`config.mk`:
```
export PLATFORM = sky130hd
export DESIGN_NAME = pipe_mem_ctrl
export DESIGN_NICKNAME = d
export VERILOG_FILES = /design/src/rtl/pipe_mem_ctrl.sv
export SDC_FILE = /design/constraint.sdc
export NUM_CORES = 1
export LEC_CHECK = 0
export ABC_CLOCK_PERIOD_IN_PS = 6300
export BUFFER_PORTS_ARGS = -buffer_cell sky130_fd_sc_hd__clkbuf_2
export CAP_MARGIN = 25
export CORE_UTILIZATION = 52
export DETAILED_ROUTE_END_ITERATION = 10
export PLACE_DENSITY = 0.85
export SETUP_SLACK_MARGIN = 0.3
export SYNTH_ARGS = -nofsm -noshare
export SYNTH_HDL_FRONTEND = slang
export SYNTH_SLANG_ARGS = --single-unit
```
`constraint.sdc`:
```
create_clock -name clk -period 6.3 [get_ports clk]
set_clock_uncertainty 0.05 [all_clocks]
set_input_delay 1.26 -clock clk [delete_from_list [all_inputs] [get_ports clk]]
set_output_delay 1.26 -clock clk [all_outputs]
set_load 0.01 [all_outputs]
```
`src/rtl/pipe_mem_ctrl.sv`:
```
// pipe_mem_ctrl: MEM-stage data-memory handshake FSM plus pipeline stall/flush/branch hazard control
module pipe_mem_ctrl #(
   parameter int TIMEOUT = 64
) (
   input  logic        clk,
   input  logic        rst,
   input  logic        memread,
   input  logic        memwrite,
   input  logic        branch,
   input  logic        zero,
   input  logic [31:0] alu_result,
   input  logic        id_ex_memread,
   input  logic [4:0]  id_ex_rt,
   input  logic [4:0]  if_id_rs,
   input  logic [4:0]  if_id_rt,
   input  logic        mem_ready,
   output logic        mem_req,
   output logic        mem_we,
   output logic [31:0] mem_addr,
   output logic        stall_pc,
   output logic        stall_ifid,
   output logic        stall_idex,
   output logic        stall_exmem,
   output logic        flush_ifid,
   output logic        flush_idex,
   output logic        flush_exmem,
   output logic        pc_src,
   output logic        mem_err,
   output logic [15:0] stall_count
);
   typedef enum logic [1:0] {IDLE, ACCESS, DONE} state_t;
   state_t state, state_nx;
   logic [7:0] wait_cnt;
   logic mem_stall, load_use, taken, timeout;
   assign timeout = wait_cnt == 8'(TIMEOUT - 1);
   always_comb begin
      state_nx = state;
      mem_stall = 1'b0;
      load_use = 1'b0;
      taken = 1'b0;
      state_nx = (state == IDLE) ? ((memread | memwrite) ? ACCESS : IDLE) :
                 (state == ACCESS) ? ((mem_ready | timeout) ? DONE : ACCESS) : IDLE;
      mem_stall = ((state == IDLE) & (memread | memwrite)) | (state == ACCESS);
      load_use = id_ex_memread & (id_ex_rt != 5'd0) & ((id_ex_rt == if_id_rs) | (id_ex_rt == if_id_rt));
      taken = branch & zero & ~mem_stall;
      // memory stall beats a taken branch, which beats a load-use bubble
      stall_pc = mem_stall | (load_use & ~taken);
      stall_ifid = mem_stall | (load_use & ~taken);
      stall_idex = mem_stall;
      stall_exmem = mem_stall;
      flush_ifid = taken;
      flush_idex = taken | (load_use & ~mem_stall);
      flush_exmem = taken;
      pc_src = taken;
   end
   always_ff @(posedge clk) begin
      if (rst) begin
         state <= IDLE;
         mem_req <= 1'b0;
         mem_we <= 1'b0;
         mem_addr <= 32'd0;
         wait_cnt <= 8'd0;
         mem_err <= 1'b0;
         stall_count <= 16'd0;
      end else begin
         state <= state_nx;
         if (state == IDLE && state_nx == ACCESS) begin
            mem_req <= 1'b1;
            mem_we <= memwrite;
            mem_addr <= alu_result;
            wait_cnt <= 8'd0;
         end else if (state == ACCESS) begin
            if (state_nx == DONE) begin
               mem_req <= 1'b0;
               mem_we <= 1'b0;
               mem_addr <= 32'd0;
               mem_err <= mem_err | ~mem_ready;
            end else begin
               wait_cnt <= wait_cnt + 8'd1;
            end
         end
         if (mem_stall && stall_count != 16'hFFFF) stall_count <= stall_count + 16'd1;
      end
   end
endmodule

```
# Yosys cells after proc, flatten, opt, wreduce, memory -nomap -nowiden
# Index checks and enable logic that the tools add are counted.
# totals
regBits,61
input_bits,55
out_inout_bits,59
elab_cells,56
# op_classes
addsub,2
eq_ne,7
muxes,11
bitwise,19
n_reduce_logical,10
# op_table
cell,count
32-bit 2-to-1 mux,3
"16-bit by 1-bit adder with 16-bit output, second input constant",1
"16-bit != test, second input constant",1
5-bit equality test,2
"8-bit by 1-bit adder with 8-bit output, second input constant",1
"8-bit by 6-bit equality test with 1-bit output, second input constant",1
1-bit AND,7
1-bit OR,7
2-bit 2-to-1 mux,3
1-bit 2-to-1 mux,5
1-bit NOT,5
5-bit nonzero test,1
"2-bit by 1-bit equality test with 1-bit output, second input constant",2
2-bit AND reduction,2
2-bit nonzero test,2
3-bit AND reduction,1
"2-bit equality test, second input constant",1
1-bit logical AND,2
2-bit logical NOT,1
2-bit OR reduction,1

# Longest topological paths before layout
# logic_depth
ltp_word,9
mapped_depth,7
ltp_nobuf,5

# Worst setup path before layout
# Ideal clock, no wire load.
# synth_path
kind,input port to output port
startpoint,input port memwrite
endpoint,output port flush_idex
t_arrival_ps,2701
setup_slack_ps,2289
path_stages,6
n_path_buf,2
path_cell_list,nor3_1 -> or2_2 -> clkbuf_1 -> clkbuf_1 -> inv_1 -> o31ai_1
# synth_via
elab_chain_cells,6
elab_cells_between_ends,7
# synth_rtl
element,line_no,rtl
from (decl),8,"input logic memwrite,"
1-bit OR (*),43,mem_stall = ((state == IDLE) & (memread | memwrite)) | (state == ACCESS);
1-bit AND (*),43,
1-bit OR (*),43,
named net stall_exmem,23,"output logic stall_exmem,"
1-bit NOT (*),"45, 52",
"1-bit AND, on equally long branches","45, 52",
1-bit OR (*),52,flush_idex = taken | (load_use & ~mem_stall);
to (decl),25,"output logic flush_idex,"
# Mark *: on every way through the listed nets, which the timed path passes. The rest lies on a longest branch.

# Worst setup path after layout
# layout_path
startpoint,input port memwrite
endpoint,output port flush_idex
# layout_via
elab_chain_cells,6
elab_cells_between_ends,7
# layout_rtl
element,line_no
1-bit OR (*),43
1-bit AND (*),43
1-bit OR (*),43
1-bit NOT (*),"45, 52"
"1-bit AND, on equally long branches","45, 52"
1-bit OR (*),52
# Every way passes the cells marked *; elsewhere a longest branch is shown, timed or not.

==> out/results.ini <==
[run_status]
status = completed

[synth]
yosys.area.top_type = dfxtp_1
avgSynthCellArea_um2 = 8.42
yosysTopAreaCellShare = 0.425
syn-num-nets = 398
yosysSeqAreaShare = 0.425
synth.top_cells.by_count = dfxtp_1 (61), a21oi_1 (47), nand2_1 (41)
ys_ff_latch = 61
synth_edf_count = 0
yosys_warnings = 0
async_flop_share = 0
synth_top_cells_by_area = dfxtp_1 (43%), o211ai_1 (9.7%), a21oi_1 (8.2%)
yosys.cell_count.top_type = dfxtp_1
synth_ff_type = dfxtp_1
synthesis.area_um2 = 2870
netlist_instances = 341
ys_types = 45

[global_route]
grt_pass1_vias = 2819
grt.overflow.total = 0
antenna_found_initial = 0
grt.total_usage = 0.260
grt_max_degree = 60
grt_pass1_wl_um = 12300

[sta]
finalHoldViolCount = 0
holdWs_ns = 0.432
max_clock_freq_ghz = 0.252
setup_tns_ns = 0
tightest_slew_ns = 0.666
relSlewSlack = 0.555
min_period_over_period = 0.630
final_max_slew_viol_count = 0
fin_crit_ns = 3.97
finalSetupViolations = 0
finalWorstSetupSlack_ns = 2.33
grt_setup_unrepaired = no

[route]
wirelength_um = 7330
post_drt_wl_per_cell_um = 14.2
vias_per_cell = 5.79
vias = 2997
dr.pass1.iters = 4
ant_nets = 0
drtIter0Drc = 251
drcViolationCount = 0

[placed_design]
hpwl_um = 5070
place_ws_ns = 2.31
placement.cell_area_um2 = 3470
place.gp.congestion = 0.833
port_buffers = 113

[clock_network]
hold_buffers = 0
h-tree-depth = 3
cts_root_buf = clkbuf_8
clock_latency_ns = 0.34
clock_path_buffers = 2
clk_pin_slew_ns = 0.06
cts_setup_buffers = 0
cts-buffers-inserted = 9
cts_resized = 0
clock-sinks = 61
cts_tree = yes

[critical_path]
cp-end-kind = primary output
critPathRequiredTime_ns = 4.99
r2r_cells = 5
worst-path-max-fanout = 21
cp.arrival_ns = 2.66
r2r_setup_slack_ns = 4.13
critPathKind = in -> out
r2r-start = stall_count[0]
cp-start-kind = input pin
r2r_end = stall_count[14]

[cells_and_area]
drive_gt1_frac = 0.326
nNetsFinal = 501
final_area_um2 = 3700
syn2layout_area_growth_pct = 28.8
fillers = 417
num_antenna_cells = 0
final_util = 0.711

[pwr]
vdd_ir_drop_max_uv = 151
power_frac_comb = 0.149
p_per_area_nw_per_um2 = 263
seqPwrFrac = 0.432
p_int_uw = 722
clkPwrFrac = 0.419
p_switching_uw = 249
leakagePower_nw = 1.56
switching_share = 0.256

[floorplanning]
fp.dieH_um = 76.3
core_area_um2 = 5200
initial_core_util = 0.552
die_w_um = 76.3
num_io_pins = 114
die-area_um2 = 5820
fp-row-count = 26

[hold_path]
min_path_cells = 2
hp-start = mem_req
hold_class = reg -> reg
hold_end = mem_req

[flow_run]
drv_cap = 0

-- worst max path at each step --
stage | startpoint | endpoint
after global placement | memwrite | flush_idex
after CTS | memwrite | flush_idex
after detailed placement | memwrite | flush_idex
final | memwrite | flush_idex
after floorplan | memwrite | flush_idex
after global routing | memwrite | flush_idex
-- kinds of logic after synthesis --
kind of cell    count (synthesis)  share of synthesized area
compound gates                111                      0.243
xor+xnor                       13                     0.0397
fa+ha+maj                       2                    0.00871
buf+inv                        32                     0.0471
flops                          61                      0.425
mux                             6                     0.0231
simple gates                  116                      0.213
-- worst max-delay path: stages --
cell and delay (ns):
clkbuf_2 0.11, nor3_1 0.34, or2_2 0.39, inv_1 0.14, o31ai_1 0.25, clkbuf_2 0.17
-- power by group through the flow --
| stage | clock [mW] | combinational (mW) | sequential [mW] |
|---|---|---|---|
| CTS | 0.411 | 0.145 | 0.420 |
| detailed placement | 0 | 0.144 | 0.428 |
| floorplan | 0 | 0.0746 | 0.436 |
| global placement | 0 | 0.138 | 0.427 |
| finish | 0.407 | 0.145 | 0.420 |
| global route | 0.428 | 0.159 | 0.423 |
-- cell type report --
class                      instances  area, um2  area share
timing repair buffer             119        618       0.167
inverter                           5       18.8     0.00507
tap                               70       87.6      0.0237
clock buffer                      10        128      0.0345
multi-input combinational        248       1530       0.412
clock inverter                     5        100      0.0271
sequential                        61       1220       0.330
-- stage by stage --
stage                     power (mW)  std cells
final                          0.971        518
after global routing            1.01        518
after CTS                      0.975        518
after detailed placement       0.572        503
after global placement         0.565        501
after floorplan                0.510        341
-- registers in the layout (all words and copies together) (netlist names) --
register / flops
state: 2
stall_count: 16
mem_err: 1
mem_we: 1
wait_cnt: 8
mem_req: 1
mem_addr: 32
-- routing by layer --
layer / global-route usage / share of wire
met3: 0.0551 / 0.047
met4: 0.131 / 0.013
met2: 0.466 / 0.51
met1: 0.289 / 0.43
met5: 0 / 0
-- cells in the final DEF, fill, tap and decap left out, drive strengths merged, types with 2 or more instances in the layout --
cell type	count
a21oi	47
and3	2
and4	3
buf	6
bufinv	3
clkbuf	123
clkinv	2
dfxtp	61
ha	2
inv	5
mux2	5
nand2	41
nand3	5
nand4	8
nor2	17
nor2b	6
nor3	5
nor3b	2
nor4	5
nor4b	2
o211ai	37
o21ai	11
o31ai	6
o41ai	2
or2	2
or3	5
or4	8
xnor2	3
xor2	10
Note: power is estimated with default switching activity, not from simulation.
